==> src/rtl/drum_step_sequencer.sv <==
// drum_step_sequencer
// Keypad-driven drum step sequencer: turns key presses into commands, plays an
// NSTEPS x NVOICE pattern on a tempo counter and emits one-cycle voice triggers.
// Optional metronome output is built only when DRUM_SEQ_METRO_EN is defined;
// otherwise metro is tied low and no metronome logic exists.
module drum_step_sequencer #(
    parameter int NSTEPS    = 16,
    parameter int NVOICE    = 4,
    parameter int BASE_DIV  = 1_000_000,
    parameter int TEMPO_RST = 4
) (
    input  logic                      clk,
    input  logic                      rst,
    input  logic [4:0]                keycode,
    input  logic                      strobe,
    output logic [NVOICE-1:0]         voice_trig,
    output logic [$clog2(NSTEPS)-1:0] step_idx,
    output logic                      playing,
    output logic                      recording,
    output logic [2:0]                tempo,
    output logic                      metro
);

    localparam int SW    = $clog2(NSTEPS);
    // Counter must hold up to the longest period minus one (tempo 0 -> 8*BASE_DIV).
    localparam int CNT_W = $clog2(BASE_DIV * 8);

    localparam logic [CNT_W:0] BASE_PERIOD = (CNT_W+1)'(BASE_DIV);
    localparam logic [CNT_W:0] ONE_CNT     = (CNT_W+1)'(1);
    localparam logic [4:0]     NV_KEYS     = 5'(NVOICE);

    localparam logic [4:0] KEY_CLEAR = 5'd15;
    localparam logic [4:0] KEY_PLAY  = 5'd16;
    localparam logic [4:0] KEY_REC   = 5'd17;
    localparam logic [4:0] KEY_UP    = 5'd18;
    localparam logic [4:0] KEY_DOWN  = 5'd19;

    typedef enum logic [1:0] {
        ST_IDLE = 2'd0,
        ST_PLAY = 2'd1,
        ST_REC  = 2'd2
    } state_t;

    state_t              state_reg, state_next;
    logic                strobe_q_reg;
    logic [SW-1:0]       step_reg, step_next;
    logic [CNT_W-1:0]    count_reg, count_next;
    logic [2:0]          tempo_reg, tempo_next;
    logic [NVOICE-1:0]   trig_reg, trig_next;
    logic [NVOICE-1:0]   pattern_reg  [NSTEPS];
    logic [NVOICE-1:0]   pattern_next [NSTEPS];

    logic                evt;
    logic                is_voice;
    logic [NVOICE-1:0]   voice_onehot;
    logic                running;
    logic [CNT_W:0]      period;
    logic                terminal;
    logic                start;
    logic                step_trig_en;
    logic                clear_all;
    logic                rec_write;

    // A held key produces exactly one event: the rising edge of strobe.
    assign evt      = strobe & ~strobe_q_reg;
    assign is_voice = evt && (keycode < NV_KEYS);
    assign running  = (state_reg != ST_IDLE);

    // One-hot voice select for audition triggers and recording writes.
    generate
        for (genvar gi = 0; gi < NVOICE; gi++) begin : g_onehot
            assign voice_onehot[gi] = is_voice && (keycode == 5'(gi));
        end
    endgenerate

    // Step period in clocks; terminal uses >= so a shortened period ends the step at once.
    assign period   = BASE_PERIOD * (CNT_W+1)'(4'd8 - {1'b0, tempo_reg});
    assign terminal = running && ({1'b0, count_reg} >= (period - ONE_CNT));

    // Clear is only honoured while stopped; voice keys only write while recording.
    assign clear_all = evt && (state_reg == ST_IDLE) && (keycode == KEY_CLEAR);
    assign rec_write = (state_reg == ST_REC);

    // Per-step pattern update: whole-pattern clear or OR-in of the recorded voice.
    generate
        for (genvar gi = 0; gi < NSTEPS; gi++) begin : g_pattern
            assign pattern_next[gi] = clear_all ? '0 :
                                      (rec_write && (step_reg == SW'(gi))) ?
                                          (pattern_reg[gi] | voice_onehot) :
                                          pattern_reg[gi];
        end
    endgenerate

    // State register.
    always_ff @(posedge clk or negedge rst) begin
        if (!rst) begin
            state_reg <= ST_IDLE;
        end else begin
            state_reg <= state_next;
        end
    end

    // Next-state logic driven by play/stop and record keys.
    always_comb begin
        state_next = state_reg;
        if (evt) begin
            case (state_reg)
                ST_IDLE: begin
                    if (keycode == KEY_PLAY) begin
                        state_next = ST_PLAY;
                    end else if (keycode == KEY_REC) begin
                        state_next = ST_REC;
                    end
                end
                ST_PLAY: begin
                    if (keycode == KEY_PLAY) begin
                        state_next = ST_IDLE;
                    end else if (keycode == KEY_REC) begin
                        state_next = ST_REC;
                    end
                end
                ST_REC: begin
                    if (keycode == KEY_PLAY) begin
                        state_next = ST_IDLE;
                    end else if (keycode == KEY_REC) begin
                        state_next = ST_PLAY;
                    end
                end
                default: state_next = ST_IDLE;
            endcase
        end
    end

    // Step/counter control: a state change in the same cycle as a terminal count
    // takes priority, so the step neither advances nor triggers on that edge.
    always_comb begin
        step_next    = step_reg;
        count_next   = count_reg;
        step_trig_en = 1'b0;
        start        = (state_reg == ST_IDLE) && (state_next != ST_IDLE);
        if (state_next == ST_IDLE) begin
            step_next  = '0;
            count_next = '0;
        end else if (start) begin
            step_next    = '0;
            count_next   = '0;
            step_trig_en = 1'b1;
        end else if (state_next != state_reg) begin
            step_next  = step_reg;
            count_next = count_reg;
        end else if (terminal) begin
            step_next    = step_reg + SW'(1);
            count_next   = '0;
            step_trig_en = 1'b1;
        end else begin
            count_next = count_reg + CNT_W'(1);
        end
    end

    // Trigger word: new step's pattern OR'd with any audition voice.
    always_comb begin
        trig_next = voice_onehot;
        if (step_trig_en) begin
            trig_next = trig_next | pattern_reg[step_next];
        end
    end

    // Saturating tempo adjust, allowed in every state.
    always_comb begin
        tempo_next = tempo_reg;
        if (evt && (keycode == KEY_UP) && (tempo_reg != 3'd7)) begin
            tempo_next = tempo_reg + 3'd1;
        end else if (evt && (keycode == KEY_DOWN) && (tempo_reg != 3'd0)) begin
            tempo_next = tempo_reg - 3'd1;
        end
    end

    // Datapath registers: strobe history, step, counter, tempo, trigger output.
    always_ff @(posedge clk or negedge rst) begin
        if (!rst) begin
            strobe_q_reg <= 1'b0;
            step_reg     <= '0;
            count_reg    <= '0;
            tempo_reg    <= 3'(TEMPO_RST);
            trig_reg     <= '0;
        end else begin
            strobe_q_reg <= strobe;
            step_reg     <= step_next;
            count_reg    <= count_next;
            tempo_reg    <= tempo_next;
            trig_reg     <= trig_next;
        end
    end

    // Pattern storage; cleared by reset so a reset mid-play loses the pattern.
    always_ff @(posedge clk or negedge rst) begin
        if (!rst) begin
            for (int i = 0; i < NSTEPS; i++) begin
                pattern_reg[i] <= '0;
            end
        end else begin
            pattern_reg <= pattern_next;
        end
    end

`ifdef DRUM_SEQ_METRO_EN
    logic metro_reg;

    // Metronome click aligned with step triggers landing on multiples of 4.
    always_ff @(posedge clk or negedge rst) begin
        if (!rst) begin
            metro_reg <= 1'b0;
        end else begin
            metro_reg <= step_trig_en && (step_next[1:0] == 2'b00);
        end
    end

    assign metro = metro_reg;
`else
    assign metro = 1'b0;
`endif

    assign voice_trig = trig_reg;
    assign step_idx   = step_reg;
    assign playing    = running;
    assign recording  = (state_reg == ST_REC);
    assign tempo      = tempo_reg;

endmodule
==> config.mk <==
export PLATFORM = sky130hd
export DESIGN_NAME = drum_step_sequencer
export DESIGN_NICKNAME = d
export VERILOG_FILES = /design/src/rtl/drum_step_sequencer.sv
export SDC_FILE = /design/constraint.sdc
export NUM_CORES = 1
export LEC_CHECK = 0
export ABC_AREA = 1
export CAP_MARGIN = 10
export CORE_MARGIN = 3
export CORE_UTILIZATION = 50
export DETAILED_ROUTE_END_ITERATION = 7
export PLACE_DENSITY = 0.67
export SETUP_SLACK_MARGIN = 0.5
export SYNTH_ARGS = -nofsm -noshare
export SYNTH_HDL_FRONTEND = slang
export SYNTH_SLANG_ARGS = --single-unit
==> constraint.sdc <==
create_clock -name clk -period 7.45 [get_ports clk]
set_input_delay 1.49 -clock clk [delete_from_list [all_inputs] [get_ports clk]]
set_output_delay 1.49 -clock clk [all_outputs]
set_load 0.05 [all_outputs]
==> results by stage <==
Power and ir drop:
- Overall power consumption after layout is estimated at 3.11 mW.
- The areal power density over the cells is 416 mW/mm^2.
- For this design the static power due to leakage is 3.51 nW.
- VDD sags by at most 757 uV.

Floorplan:
- The floorplan has 42 rows.
- The die is 123 um tall.
- The total area inside the core boundary comes to 0.0133 mm^2.
- The overall die area is 0.0151 mm^2.
- The I/O pin total is 22.
- The width of the chip is 123 um.
- For this configuration, the core starts out at a cell density of 0.514.

Placement:
- During placement, the flow inserted port buffers numbering 20.
- The wire-length estimate of the detail-placed layout is 11.6 mm.
- Routability-driven placement finished with a final weighted congestion of 0.890.

Routing:
- The first TritonRoute pass finished after 5 iterations.
- After detailed routing, the number of vias per cell comes to 5.43.
- After the first detailed-routing iteration, the DRC count stood at 581.
- For this run, design rule violations remaining after detail routing come to 0.
- The sum of routed wire length over all layers is 16.7 mm.
- Dividing the detail-routed wire length by the instance count gives 15.7 um.
- The number of vias after detailed routing is 5,774.
- In this run the remaining antenna-violating nets after routing total 0.

Synthesis:
- The number of flip-flops and latches in the synthesized netlist is 101.
- The proportion of synthesized chip area in sequential cells is 0.370.
- For this run, the leading register cell type out of synthesis is dfrtp_1.
- The share of synthesized area in the top cell type comes to 0.366.
- The netlist area before placement is 0.00683 mm^2.
- In the synthesized netlist the async set-or-reset flop fraction comes to 1.00.
- When the netlist entered floorplanning its net count stood at 944.
- The leading area contributor after synthesis is dfrtp_1.
- The yosys synthesis warning count is 0.
- The leading cell type by number of instances after synthesis is inv_1.
- In the post-synthesis netlist, the biggest area contributors are dfrtp_1 37%, ha_1 9.5%, nand3_1 9.2%, inv_1 7.9%, nand2_1 7.5%.
- The mean area per synthesized cell is 7.78 um^2.
- Yosys mapped a number of flops with a built-in enable equal to 0.
- Sorting the synthesized cells by how often they occur yields 144 x inv_1, 136 x nand2_1, 126 x nand3_1.
- The count of mapped cells out of synthesis is 878.
- The number of library cell types mapped by synthesis is 37.

Global route:
- Entering global routing, the biggest net connects 65 pins.
- The first global-routing pass estimated 27.9 mm of wire.
- met2 is the most crowded layer.
- The overall routing resource usage is 0.234.
- For this run, global-route usage on met1 was measured as 0.300.
- In the global route stage, met2 resource usage came out at 0.401.
- For met3 alone, demand over resource in global routing was 0.0430.
- The number of global-route vias before repair was 5,649.
- The number of antenna violations at the first check in global routing was 0.
- The total overflow reported by the global router is 0.

Timing:
- Setup repair after global routing left no endpoint under its margin.
- The total negative slack is 0 ns.
- Setup violations remaining at the end of the flow were counted as 0.
- The count of final hold-check violations is 0.
- The routed design could run at a clock period as short as 6.42 ns.
- The part of the cycle the worst path needs is 0.861.
- The highest achievable clock rate is 156 MHz.
- The relative slew slack is 0.229.
- The number of max-slew violations in the final report is 0.
- For the pin with the worst max-slew slack, the measured transition is 1.15 ns.
- For the final database, setup skew stands at 0.00916 ns.

Cells and area:
- The flip-flop count of the largest register, all copies and words added is 64.
- The number of inserted filler cells in the final layout is 1,259.
- The area growth from synthesis to layout is 9.58%.
- The share of cells above drive strength 1 is 0.0653.
- The area occupied by multi-input gates is 0.00358 mm^2.
- 0 antenna diodes ended up in the layout.
- The final net count is 949.
- The combined flip-flop and latch cell area is 0.00253 mm^2.

Clock network:
- After clock tree synthesis, the clock-pin slew on the worst setup and hold paths is 0.07 ns.
- TritonCTS built the clock tree.
- The tree is rooted in a clkbuf_16.
- The H-tree was split into 3 levels.
- The clock reaches the later pin of the worst-skew pair after 0.36 ns.
- The total clock sinks is 101.
- TritonCTS created 9 clock buffers.
- The number of buffers on the longest clock path is 2.
- Hold repair after CTS inserted 0 buffers.

Hold path:
- The min-delay analysis places its worst path in the category reg -> reg.
- The worst hold path passes through 2 cells.

Outcome:
- The flow ran to the end, and the final reports show no timing, DRC or antenna violations.

Critical path:
- The category of cells accounting for the largest share of critical-path delay is adder cells.
- The longest individual stage delay on the worst path is 0.52 ns.
- The library cell contributing the largest single delay on the critical path is fa_1.
- Together, buffers and inverters on the worst path number 6.
- Among the stages of the critical path, the cell type that occurs most often is ha_1.
- The required time of the worst setup path is 7.70 ns.
- The worst register-to-register path has a depth of 30.
- The number of logic stages on the critical path including buffering is 30.
- The startpoint class of the critical path is a flip-flop.
- For the worst setup path, the data arrival time is 6.67 ns.
- The largest driver fanout on the critical path is 16.
- STA classifies the critical path endpoint as a flip-flop.
- The critical path is of the reg -> reg type.

Run:
- The tool flagged a number of max-cap violations equal to 0.
## metrics by stage
step	cell area [um^2]	utilization	hold WS, ns	setup WS, ns	cells
4_1_cts	7410	0.558	0.525	0.798	1059
6_report	7490	0.563	0.524	1.03	1064
3_5_place_dp	7110	0.534	0.514	0.820	1043
5_1_grt	7490	0.563	0.546	0.553	1064
2_1_floorplan	6830	-	0.496	1.19	878
3_3_place_gp	7110	0.534	0.507	1.00	1043
## tightest hold or removal path: cells and delay by family (launching register included)
family / cells / cell delay [ns]
flops: 1 / 0.36
buf+inv: 1 / 0.06
compound gates: 1 / 0.06
## final timing paths
| path | startpoint | slack [ns] | to |
|---|---|---|---|
| worst max-delay path | tempo[1]$_DFFE_PN0P_ | 1.03 | voice_trig[3]$_DFF_PN0_ |
| worst min-delay path | pattern_reg[6]$_DFFE_PN0P_ | 0.52 | pattern_reg[6]$_DFFE_PN0P_ |
| worst max register to register | tempo[1]$_DFFE_PN0P_ | 1.03 | voice_trig[3]$_DFF_PN0_ |
| worst min register to register | pattern_reg[6]$_DFFE_PN0P_ | 0.52 | pattern_reg[6]$_DFFE_PN0P_ |
| max in group asynchronous | rst | 5.18 | count_reg[0]$_DFFE_PN0P_ |
| min in group asynchronous | rst | 1.11 | pattern_reg[36]$_DFFE_PN0P_ |
## placed cells by master (no fill, tap or decap), types with 2 or more instances in the layout
| master | netlist | routed |
|---|---|---|
| a21oi_1 | 73 | 73 |
| buf_4 | 2 | 6 |
| clkbuf_16 | 0 | 9 |
| clkdlybuf4s50_1 | 0 | 19 |
| clkinv_4 | 1 | 3 |
| dfrtp_1 | 100 | 100 |
| fa_1 | 6 | 6 |
| ha_1 | 52 | 52 |
| inv_1 | 144 | 144 |
| inv_2 | 10 | 10 |
| inv_6 | 0 | 2 |
| nand2_1 | 136 | 136 |
| nand3_1 | 126 | 126 |
| nand3_2 | 3 | 3 |
| nand3_4 | 4 | 5 |
| nand4_1 | 34 | 34 |
| nor2_1 | 61 | 59 |
| nor2_4 | 4 | 5 |
| nor3_1 | 11 | 10 |
| nor4_1 | 4 | 4 |
| o21ai_0 | 7 | 7 |
| o21ai_1 | 6 | 6 |
| o21ai_2 | 2 | 2 |
| o22ai_1 | 12 | 12 |
| o32ai_1 | 3 | 3 |
| xnor2_1 | 8 | 8 |
| xor2_1 | 27 | 27 |
## final cells by class
class                      count  area share
multi-input combinational    589       0.479
sequential                   101       0.338
inverter                     156      0.0789
timing repair buffer          26      0.0341
clock buffer                   9      0.0301
tap                          176      0.0294
clock inverter                 7      0.0109
## cell families after synthesis
logic type / Yosys count / synth area share
AO/OA/AOI/OAI: 104 / 0.0815
XOR/XNOR: 36 / 0.0473
adder cells (fa/ha/maj): 58 / 0.113
buffers and inverters: 190 / 0.113
flip-flops: 101 / 0.370
multiplexers: 1 / 0.00147
other: 1 / 0.000549
AND/OR/NAND/NOR: 387 / 0.273
## metal layers
metal  vias up  wire length, um
met5         -                0
met4         0              364
met3        28              822
met2       169             8200
met1      2701             7370
li1       2876                -
## timing repair
item / CTS / global route
resized for setup: 0 / 2
buffers inserted: 0 / 3
setup endpoints to repair: 0 / 4
## where the power goes
part / internal [mW] / switching (mW) / leakage (nW) / total, mW
clock network: 0.266 / 0.228 / 0.152 / 0.495
registers: 0.668 / 0.0485 / 1.12 / 0.716
logic: 0.721 / 1.18 / 2.24 / 1.90
total: 1.65 / 1.46 / 3.51 / 3.11
(Power assumes the default switching activity.)
